**config.mk**
```make
export PLATFORM = sky130hd
export DESIGN_NAME = pipe_hazard_ctrl
export DESIGN_NICKNAME = d
export VERILOG_FILES = /design/src/rtl/pipe_hazard_ctrl.sv
export SDC_FILE = /design/constraint.sdc
export NUM_CORES = 1
export LEC_CHECK = 0
export ABC_CLOCK_PERIOD_IN_PS = 3300
export BUFFER_PORTS_ARGS = -buffer_cell sky130_fd_sc_hd__buf_2
export CORE_MARGIN = 3
export CORE_UTILIZATION = 49
export CTS_BUF_LIST = sky130_fd_sc_hd__clkbuf_4
export DETAILED_ROUTE_END_ITERATION = 8
export HOLD_SLACK_MARGIN = 0.15
export PLACE_DENSITY = 0.8
export SETUP_SLACK_MARGIN = 0.3
export SLEW_MARGIN = 20
export SYNTH_ARGS = -nofsm -noshare
export SYNTH_HDL_FRONTEND = slang
export SYNTH_SLANG_ARGS = --single-unit
export TNS_END_PERCENT = 20
```
**constraint.sdc**
```tcl
create_clock -name clk_i -period 3.3 [get_ports clk_i]
set_clock_uncertainty 0.1 [all_clocks]
set_input_delay 0.66 -clock clk_i [delete_from_list [all_inputs] [get_ports clk_i]]
set_output_delay 0.66 -clock clk_i [all_outputs]
set_load 0.05 [all_outputs]
```
**src/rtl/pipe_hazard_ctrl.sv**
```systemverilog
// Hazard and halt control for a 5-stage MIPS pipeline.
// Covers load-use stalls, redirect flushes, EX forwarding selects and the halt/drain sequencer.
module pipe_hazard_ctrl #(
    parameter int CNT_W        = 16,
    parameter int DRAIN_CYCLES = 4
) (
    input  logic             clk_i,
    input  logic             rst_n,
    input  logic [4:0]       id_rs_i,
    input  logic [4:0]       id_rt_i,
    input  logic             id_use_rs_i,
    input  logic             id_use_rt_i,
    input  logic [4:0]       ex_rs_i,
    input  logic [4:0]       ex_rt_i,
    input  logic             ex_memread_i,
    input  logic [4:0]       ex_rd_i,
    input  logic             mem_regwrite_i,
    input  logic [4:0]       mem_rd_i,
    input  logic             wb_regwrite_i,
    input  logic [4:0]       wb_rd_i,
    input  logic             redirect_i,
    input  logic             halt_req_i,
    output logic             pc_write_o,
    output logic             ifid_hold_o,
    output logic             ifid_flush_o,
    output logic             idex_flush_o,
    output logic             exmem_flush_o,
    output logic [1:0]       fwd_a_o,
    output logic [1:0]       fwd_b_o,
    output logic             halted_o,
    output logic [CNT_W-1:0] stall_cnt_o,
    output logic [CNT_W-1:0] flush_cnt_o,
    output logic [1:0]       state_dbg_o
);

    localparam int DC_W = $clog2(DRAIN_CYCLES + 1);
    localparam logic [DC_W-1:0] DRAIN_LOAD = DC_W'(DRAIN_CYCLES);

    typedef enum logic [1:0] {
        ST_RUN    = 2'd0,
        ST_DRAIN  = 2'd1,
        ST_HALTED = 2'd2
    } state_t;

    state_t          state;
    state_t          state_next;
    logic [DC_W-1:0] drain_cnt;
    logic [DC_W-1:0] drain_cnt_next;
    logic            lu;
    logic            stall;

    // The load sits in EX one cycle ahead of its consumer in ID.
    assign lu = ex_memread_i && (ex_rd_i != 5'd0) &&
                ((id_use_rs_i && (ex_rd_i == id_rs_i)) ||
                 (id_use_rt_i && (ex_rd_i == id_rt_i)));

    function automatic logic [1:0] fwd_sel(input logic [4:0] src,
                                           input logic       m_we,
                                           input logic [4:0] m_rd,
                                           input logic       w_we,
                                           input logic [4:0] w_rd);
        logic [1:0] sel;
        sel = 2'b00;
        if (m_we && (m_rd != 5'd0) && (m_rd == src)) begin
            sel = 2'b10;
        end else if (w_we && (w_rd != 5'd0) && (w_rd == src)) begin
            sel = 2'b01;
        end
        return sel;
    endfunction

    assign fwd_a_o = fwd_sel(ex_rs_i, mem_regwrite_i, mem_rd_i, wb_regwrite_i, wb_rd_i);
    assign fwd_b_o = fwd_sel(ex_rt_i, mem_regwrite_i, mem_rd_i, wb_regwrite_i, wb_rd_i);

    always_ff @(posedge clk_i or negedge rst_n) begin
        if (!rst_n) begin
            state     <= ST_RUN;
            drain_cnt <= '0;
            halted_o  <= 1'b0;
        end else begin
            state     <= state_next;
            drain_cnt <= drain_cnt_next;
            halted_o  <= (state_next == ST_HALTED);
        end
    end

    always_comb begin
        state_next     = state;
        drain_cnt_next = drain_cnt;
        case (state)
            ST_RUN: begin
                // A redirect in flight defers the halt by one cycle.
                if (halt_req_i && !redirect_i) begin
                    state_next     = ST_DRAIN;
                    drain_cnt_next = DRAIN_LOAD;
                end
            end
            ST_DRAIN: begin
                if (!halt_req_i) begin
                    state_next     = ST_RUN;
                    drain_cnt_next = '0;
                end else if (redirect_i) begin
                    drain_cnt_next = DRAIN_LOAD;
                end else if (lu) begin
                    drain_cnt_next = drain_cnt;
                end else if (drain_cnt <= DC_W'(1)) begin
                    state_next     = ST_HALTED;
                    drain_cnt_next = '0;
                end else begin
                    drain_cnt_next = drain_cnt - DC_W'(1);
                end
            end
            ST_HALTED: begin
                if (!halt_req_i) begin
                    state_next = ST_RUN;
                end
            end
            default: begin
                state_next     = ST_RUN;
                drain_cnt_next = '0;
            end
        endcase
    end

    always_comb begin
        pc_write_o    = 1'b1;
        ifid_hold_o   = 1'b0;
        ifid_flush_o  = 1'b0;
        idex_flush_o  = 1'b0;
        exmem_flush_o = 1'b0;
        stall         = 1'b0;
        case (state)
            ST_RUN: begin
                if (redirect_i) begin
                    ifid_flush_o  = 1'b1;
                    idex_flush_o  = 1'b1;
                    exmem_flush_o = 1'b1;
                end else if (lu) begin
                    pc_write_o   = 1'b0;
                    ifid_hold_o  = 1'b1;
                    idex_flush_o = 1'b1;
                    stall        = 1'b1;
                end
            end
            ST_DRAIN: begin
                // Fetch is blocked; only a redirect may still move the PC.
                ifid_flush_o = 1'b1;
                pc_write_o   = redirect_i;
                if (redirect_i) begin
                    idex_flush_o  = 1'b1;
                    exmem_flush_o = 1'b1;
                end else if (lu) begin
                    ifid_hold_o  = 1'b1;
                    idex_flush_o = 1'b1;
                    stall        = 1'b1;
                end
            end
            ST_HALTED: begin
                pc_write_o  = 1'b0;
                ifid_hold_o = 1'b1;
            end
            default: begin
                pc_write_o = 1'b1;
            end
        endcase
    end

    always_ff @(posedge clk_i or negedge rst_n) begin
        if (!rst_n) begin
            stall_cnt_o <= '0;
            flush_cnt_o <= '0;
        end else begin
            if (stall && (stall_cnt_o != '1)) begin
                stall_cnt_o <= stall_cnt_o + CNT_W'(1);
            end
            if (redirect_i && (flush_cnt_o != '1)) begin
                flush_cnt_o <= flush_cnt_o + CNT_W'(1);
            end
        end
    end

    assign state_dbg_o = state;

endmodule
```
== Yosys cells after proc, flatten, opt, wreduce, memory -nomap -nowiden ==
Cells that the tools add are included.

* $lt $le $gt $ge: 1
* Mux-type cells: 29
* Add/subtract/negate cells: 3
* Bitwise operators: 1
* Equality and inequality tests: 13
* Reductions and logical operators: 21

{| class="wikitable"
|+ Operators with widths
! kind !! number
|-
| $add 16x1->16 const B || 2
|-
| $ne 16x16->1 const B || 2
|-
| $eq 5x5->1 || 6
|-
| $mux 2 || 8
|-
| $mux 3 || 5
|-
| $reduce_bool 5->1 || 3
|-
| $logic_and 1x1->1 || 13
|-
| $mux 1 || 11
|-
| $pmux 3 s3 || 1
|-
| $pmux 2 s3 || 1
|-
| $eq 2x2->1 const B || 2
|-
| $ne 4x4->1 const B || 1
|-
| $pmux 1 s2 || 2
|-
| $le 3x1->1 const B || 1
|-
| $pmux 1 s3 || 1
|-
| $reduce_and 3->1 || 1
|-
| $sub 3x1->3 const B || 1
|-
| $eq 2x1->1 const B || 1
|-
| $logic_not 2->1 || 1
|-
| $ne 2x2->1 const B || 1
|-
| $reduce_or 2->1 || 1
|-
| $logic_not 1->1 || 1
|-
| $logic_or 1x1->1 || 1
|-
| $not 1->1 || 1
|}

* Logic and storage cells: 73
* Bits of input ports: 44
* Register bits: 38

== Logic depth before layout (Yosys ltp) ==
Gate-level depths: netlist of the first run.

* Depth after elaboration: 9
* Mapped depth: 6
* Gate-level depth less buffers: 6

== Worst setup path after synthesis of the first run ==
OpenSTA, ideal clock, no wires.

* Kind: input -> output
* Start: in mem_rd_i[4]
* End: out fwd_a_o[0]
* Data required time: 2.540 ns
* Path buffers: 0
* Arrival: 3.234 ns
* Stages on the path: 4
* Slack: -0.694 ns
* Cells stage by stage: xnor2_1 -> nand3_1 -> nor4_1 -> nor4_1

* Cells in the longest elaborated chain, start to end: 4
* Elaborated cells on any way between the ends: 5
* Classes of those cells: 1 x eq/ne; 1 x mux; 3 x reduce/logical

{| class="wikitable"
|+ Ends and longest elaborated chain
! item !! line !! text
|-
| start: declaration || 18 || <nowiki>input logic [4:0] mem_rd_i,</nowiki>
|-
| $reduce_bool 5->1 || 64 || <nowiki>if (m_we && (m_rd != 5'd0) && (m_rd == src)) begin</nowiki>
|-
| $logic_and 1x1->1 || 64 ||
|-
| $logic_and 1x1->1 * || 64 ||
|-
| $mux 2 * || 64 ||
|-
| end: declaration || 28 || <nowiki>output logic [1:0] fwd_a_o,</nowiki>
|}

Every way passes the cells marked *; elsewhere a longest branch is shown, timed or not.

== Worst setup path after layout of the first run ==
* Start: in mem_rd_i[1]
* End: out fwd_b_o[0]

* Cells in the longest elaborated chain, start to end: 4
* Elaborated cells on any way between the ends: 5
* Classes of those cells: 1 x eq/ne; 1 x mux; 3 x reduce/logical

{| class="wikitable"
|+ Ends and longest elaborated chain
! item !! line !! text
|-
| $reduce_bool 5->1 || 64 ||
|-
| $logic_and 1x1->1 || 64 ||
|-
| $logic_and 1x1->1 * || 64 ||
|-
| $mux 2 * || 64 ||
|-
| end: declaration || 29 || <nowiki>output logic [1:0] fwd_b_o,</nowiki>
|}

Marks and branches as above.

==> results of run 1 <==
-- where the power goes --
part           total, mW  switching (mW)  leakage [nW]  internal (mW)
Sequential         0.613          0.0903         0.508          0.523
Clock              0.306           0.149        0.0450          0.157
Combinational      0.513           0.354         0.831          0.160
Total               1.43           0.593          1.38          0.839
-- timing repair --
action | CTS | global route
resized for setup | 0 | 1
endpoints found under the hold margin | 0 | 0
setup endpoints to repair | 0 | 4
-- synthesized netlist by cell type, types with 2 or more instances --
| cell | count |
|---|---|
| dfrtp_1 | 38 |
| a32o_1 | 2 |
| o21ai_0 | 3 |
| a21oi_1 | 8 |
| nor2_1 | 10 |
| and4_1 | 3 |
| or4_1 | 4 |
| nand2_1 | 11 |
| buf_2 | 2 |
| nor3_1 | 3 |
| xor2_1 | 16 |
| o22ai_1 | 2 |
| nand2b_1 | 3 |
| and3_1 | 8 |
| nor4_2 | 2 |
| a31oi_1 | 2 |
| xnor2_1 | 43 |
| nor4_1 | 5 |
| inv_1 | 5 |
| o21a_1 | 2 |
| ha_1 | 3 |
| nand4_1 | 16 |
| nand3_1 | 17 |
-- flip-flops by register name, indices dropped and copies added, names as in the netlist --
signal / count
flush_cnt_o: 16
stall_cnt_o: 16
drain_cnt: 3
halted_o: 1
state_dbg_o: 2
-- critical path, delay by kind of cell --
| kind | cells | cell delay, ps |
|---|---|---|
| compound gates | 1 | 250 |
| buf+inv | 2 | 410 |
| simple gates | 3 | 890 |
-- logic make-up after synthesis --
logic type | count (synthesis)
AO/OA/AOI/OAI | 28
XOR/XNOR | 59
adder cells (fa/ha/maj) | 3
buffers and inverters | 8
flip-flops | 38
multiplexers | 2
AND/OR/NAND/NOR | 93
-- area by class of cell --
class                           instances  area [sq um]
Tap cell                               52         65.06
Fill cell                             381          1514
Multi-Input combinational cell        185          1405
Clock buffer                            5         37.54
Clock inverter                          3         40.04
Sequential cell                        38         950.9
Inverter                                5         18.77
Timing Repair Buffer                   88         442.9
-- routing by layer --
layer,wire length [um],global-route usage,vias to the layer above
li1,-,-,1033
met1,2390,0.2555,993
met2,2784,0.3240,51
met3,241,0.04139,2
met4,27,0.04743,0
met5,0,0,-
-- worst paths after layout --
kind | endpoint | depth (start not counted) | from
worst max-delay path | fwd_b_o[0] | 6 | mem_rd_i[1]
worst min-delay path | stall_cnt_o[8] | 1 | rst_n
worst max register to register | stall_cnt_o[1] | 5 | stall_cnt_o[7]
worst min register to register | stall_cnt_o[6] | 1 | stall_cnt_o[6]
max in group asynchronous | flush_cnt_o[1] | 1 | rst_n
min in group clk_i | stall_cnt_o[6] | 1 | stall_cnt_o[6]
==> out/metrics.yaml, run 1 <==
status:
  status: "completed"
timing:
  slack_of_the_critical_path_ps: 323.0
  worst_hold_slack_ps: 312.1
  post_route_setup_tns_ps: 0
  hold_violations: 0
  finalCriticalPeriod_ps: 2977
  relSlewSlack: 0.4577
  maxClockFrequency_mhz: 335.9
  unrepaired_setup_endpoints_after_global_routing: "true"
  worst_slew_pin_slew_ps: 813.5
  finalMaxSlewViolations: 0
  period_share: 0.9021
  setup_viol_count_final: 0
clock_tree:
  post_cts_hold_buffer_count: 0
  clkLatencyLatePin_ps: 330
  clock_tree_from_tritoncts: "built"
  cts.htree.levels: 2
  worst_setup_hold_path_clk_slew_ps: 120
  tritoncts.num_buffers: 5
  clock_sinks: 38
  cts.root.buffer_cell: "clkbuf_4"
  cts_buffer_depth: 2
  cts.repair_timing.setup_buffer_count: 0
synthesis:
  yosysSeqAreaShare: 0.4064
  postSynthCellCount: 231
  edff_count_synth: 0
  synth_simple_gate_area_share: 0.2465
  yosysWarningCount: 0
  post_synth_mux_area_share: 0.009626
  synth_top_family_by_area: "simple AND/OR/NAND/NOR gates"
  ff_latch_count_synth: 38
  synthesis.nets: 278
  synth-xor-area-share: 0.2209
  yosys.area.top_type_share: 0.4064
  post_synth_num_cell_types: 46
  synth_area_per_cell_sq_um: 10.13
  mappedNetlistArea_sq_um: 2340
  synth.top_cells.by_area: "dfrtp_1, xnor2_1, xor2_1"
  synth_top_flop_cell: "dfrtp_1"
  synthAdderAreaFrac: 0.01604
  synthesized_area_fraction_occupied_by_ao_oa_aoi_and_oai_cells: 0.08663
  yosysTopAreaCell: "dfrtp_1"
  async_flop_share: 1.000
placed_design:
  place.port_buffers: 87
  postPlaceCellArea_sq_um: 2877
  numPlacedInstances: 368
  pre_cts_ws_ps: 324.8
  place.detailed.hpwl_um: 4270
  globalplace.congestion: 0.8504
detailed_routing:
  dr_total_vias: 2079
  wl_per_cell_um: 14.48
  ant_nets: 0
  detail_route.wirelength_um: 5443
  starting_drt_drc_count: 82
  post_drt_via_cell_ratio: 5.529
  detail_route.first_pass.iterations: 4
  drt_drc_violations_left: 0
cells_and_area:
  antennaDiodeCount: 0
  postLayoutCoreUtil: 0.6616
  drive_gt1_frac: 0.3457
  syn2layout_area_growth_pct: 26.52
  post-route-cell-area_sq_um: 2960
  count_of_placed_standard_cells_in_the_final_layout_fillers_left_out: 376
  most_common_library_cell_in_the_layout_ignoring_fill_and_taps: "buf_2"
  final_cell_mix: "buf_2, xnor2_1, dfrtp_1"
  fin_nets: 370
floorplanning:
  fp.dieArea_sq_um: 5640
  fp-row-count: 24
  fp.coreArea_sq_um: 4474
  chipWidth_um: 75.10
  io-pin-count: 88
  die_y_um: 75.10
  initial_utilization: 0.5229
critical_path:
  crit_fanout: 3
  data_arrival_time_of_the_critical_path_ps: 2220
  critPathLaunchType: "input pin"
  path_cells: "buf_2 -> or4_1 -> o21ai_1 -> nor4_2 -> nor4_4 -> buf_2"
  cpMaxStageDelayCell: "or4_1"
  reg2reg_setup_slack_ps: 1290
  criticalPathCategory: "in -> out"
  worst_path_most_repeated_cell: "buf_2"
  critPathMaxStageDelay_ps: 510
  end_kind: "primary output"
  crit_required_ps: 2540
pwr:
  p_leak_nw: 1.384
  power.ir.vdd_worst_mv: 0.4827
  post-layout-total-power_mw: 1.432
  power_per_cell_area_nw_per_um2: 483.8
global_route:
  wire_length_of_the_first_global_routing_pass_um: 8487
  grt_usage: 0.1934
  via_count_of_the_first_global_routing_pass: 1874
  initial_antenna_violation_count: 0
  grt_start_max_net_pins: 39
  global_route.overflow_total: 0
hold_path:
  min-delay-path-class: "in -> async"
run:
  maxCapViolations: 0
(Power assumes the default switching activity.)
==> run 2, diff against run 1 <==
--- a/config.mk
+++ b/config.mk
@@ -5,7 +5,7 @@
 export SDC_FILE = /design/constraint.sdc
 export NUM_CORES = 1
 export LEC_CHECK = 0
-export ABC_CLOCK_PERIOD_IN_PS = 3300
+export ABC_CLOCK_PERIOD_IN_PS = 2950
 export BUFFER_PORTS_ARGS = -buffer_cell sky130_fd_sc_hd__buf_2
 export CORE_MARGIN = 3
 export CORE_UTILIZATION = 49
==> constraint.sdc (replaced) <==
create_clock -name clk_i -period 2.95 [get_ports clk_i]
set_clock_uncertainty 0.1 [all_clocks]
set_input_delay 0.59 -clock clk_i [delete_from_list [all_inputs] [get_ports clk_i]]
set_output_delay 0.59 -clock clk_i [all_outputs]
set_load 0.05 [all_outputs]
==> run 2 against run 1 <==
  * Sequential power increased by 12%
  * Cell count increased by 0.53%
  * Sequential share of layout area decreased by 0.57 points
  * Critical path depth unchanged
  * Clock power decreased by 13%
  * Die area unchanged
  * Non-clock buffer count increased by 2
  * First-iteration DRC count increased by 8.5%
  * Combinational power increased by 14%
  * Clock-buffer cell count increased by 1
==> out/metrics.yaml, run 2 (synthesis results as in run 1) <==
run:
  maxCapViolations: 0  # unchanged
hold_path:
  min-delay-path-class: "in -> async"
cells_and_area:
  most_common_library_cell_in_the_layout_ignoring_fill_and_taps: "buf_2"
  fin_nets: 372  # +0.54%
  multi_input_comb_area_sq_um: 1440  # +2.5%
  final_cell_mix: "buf_2, xnor2_1, dfrtp_1"
  reg_top3: "flush_cnt_o: 16 flops, stall_cnt_o: 16 flops, drain_cnt: 3 flops"
  flip_flop_and_latch_area_sq_um: 950.9  # unchanged
  num-fill-cells: 372  # -2.4%
  postLayoutCoreUtil: 0.6737  # +0.01202
  antennaDiodeCount: 0  # unchanged
  syn2layout_area_growth_pct: 28.82
  drive_gt1_frac: 0.3620  # +0.01628
  count_of_placed_standard_cells_in_the_final_layout_fillers_left_out: 378  # +0.53%
timing:
  unrepaired_setup_endpoints_after_global_routing: "true"
  relSlewSlack: 0.4278  # -0.02985
  setup_viol_count_final: 0  # unchanged
  post_route_setup_tns_ps: 0  # unchanged
  finalCriticalPeriod_ps: 2684
  worst_slew_pin_slew_ps: 858.3  # +44.77 ps
  hold_violations: 0  # unchanged
  period_share: 0.9100
  finalMaxSlewViolations: 0  # unchanged
  maxClockFrequency_mhz: 372.5
global_route:
  grt_usage: 0.1908  # -0.002606
  global_route.overflow_total: 0  # unchanged
  grt_start_max_net_pins: 39  # unchanged
  initial_antenna_violation_count: 0  # unchanged
  via_count_of_the_first_global_routing_pass: 1938  # +3.4%
  wire_length_of_the_first_global_routing_pass_um: 8438  # -0.58%
critical_path:
  crit_path_start: "mem_rd_i[4]"
  crit_fanout: 3  # unchanged
  r2r-start: "stall_cnt_o[7]"
  critPathLaunchType: "input pin"
  criticalPathCategory: "in -> out"
  reg2reg_setup_slack_ps: 1020  # -270 ps
  crit_required_ps: 2260  # -280 ps
  data_arrival_time_of_the_critical_path_ps: 1990  # -230 ps
  end_kind: "primary output"
detailed_routing:
  detail_route.wirelength_um: 5518  # +1.4%
  starting_drt_drc_count: 89  # +8.5%
  ant_nets: 0  # unchanged
  wl_per_cell_um: 14.60  # +0.84%
  drt_drc_violations_left: 0  # unchanged
  dr_total_vias: 2129  # +2.4%
  post_drt_via_cell_ratio: 5.632  # +1.9%
  detail_route.first_pass.iterations: 4  # unchanged
floorplanning:
  initial_utilization: 0.5229  # unchanged
  io-pin-count: 88  # unchanged
  fp-row-count: 24  # unchanged
  fp.coreArea_sq_um: 4474  # unchanged
  die_y_um: 75.10  # unchanged
  chipWidth_um: 75.10  # unchanged
  fp.dieArea_sq_um: 5640  # unchanged
placed_design:
  place.detailed.hpwl_um: 4187  # -1.9%
  numPlacedInstances: 369  # +0.27%
  globalplace.congestion: 0.8324  # -2.1%
  place.port_buffers: 87  # unchanged
clock_tree:
  cts.htree.levels: 2  # unchanged
  cts.root.buffer_cell: "clkbuf_4"
  tritoncts.num_buffers: 5  # unchanged
  post_cts_hold_buffer_count: 0  # unchanged
  clock_sinks: 38  # unchanged
  clkLatencyLatePin_ps: 330  # about the same
  clock_tree_from_tritoncts: "built"
  worst_setup_hold_path_clk_slew_ps: 110  # about the same
  cts_buffer_depth: 2  # unchanged
pwr:
  p_leak_nw: 1.399  # +1.1%
  power.ir.vdd_worst_mv: 0.7007  # +45%
  power_per_cell_area_nw_per_um2: 508.6  # +5.1%
status:
  status: "completed"
## run 2: cell count changes in the layout (fill, tap and decap cells not counted), moves of 3 or more
cell   change
buf_2      -5
or4_4      +3
buf_6      +4
buf_4      +3
or4_1      -3
## run 2: cell type report
class | count | area share
clock buffers | 6 | 0.01494
clock inverters | 2 | 0.002906
flip-flops and latches | 38 | 0.3155
inverters | 5 | 0.006227
well taps | 52 | 0.02159
repair buffers | 90 | 0.1611
multi-input cells | 185 | 0.4778
## run 2: critical path, cell delays in order
cell,delay [ps]
buf_6,100
or4_4,540
o21ai_4,200
nor4_4,80
nor4_4,290
buf_6,190
## run 2: worst paths after layout
path | depth (start not counted) | to
worst max-delay path | 6 | fwd_b_o[0]
worst min-delay path | 1 | flush_cnt_o[14]
worst max register to register | 5 | stall_cnt_o[1]
worst min register to register | 1 | stall_cnt_o[6]
max in group asynchronous | 1 | stall_cnt_o[15]
min in group clk_i | 1 | stall_cnt_o[6]
## run 2: power by group
part           internal (mW)  switching, mW
registers              0.585         0.0994
clock network         0.0989          0.167
logic                  0.185          0.397
## run 2: repair_timing
| action | 4_1_cts | 5_1_grt |
|---|---|---|
| hold endpoints to repair | 0 | 0 |
| resized for setup | 5 | 11 |
| endpoints found under the setup margin | 3 | 5 |
| pin swaps | 0 | 4 |
| gates cloned | 0 | 0 |
| buffers inserted | 0 | 1 |
## run 2: through the flow
stage | hold slack (ps) | power [mW] | worst slack [ps] | cell area [sq um]
2_1_floorplan | 194.4 | 1.095 | 115.6 | 2386
3_3_place_gp | 373.7 | 1.255 | 241.2 | 2888
4_1_cts | 268.7 | 1.541 | 268.0 | 2957
3_5_place_dp | 393.1 | 1.271 | 189.9 | 2888
6_report | 256.5 | 1.533 | 265.5 | 3014
5_1_grt | 294.4 | 1.614 | 212.6 | 3014
## run 2: per-layer routing
| metal | wire length [um] | share of wire | vias up | global-route usage |
|---|---|---|---|---|
| met4 | 63 | 0.011 | 0 | 0.05929 |
| met5 | 0 | 0 | - | 0 |
| met2 | 2773 | 0.50 | 68 | 0.3346 |
| li1 | - | - | 1036 | - |
| met3 | 323 | 0.059 | 7 | 0.04005 |
| met1 | 2357 | 0.43 | 1018 | 0.2339 |
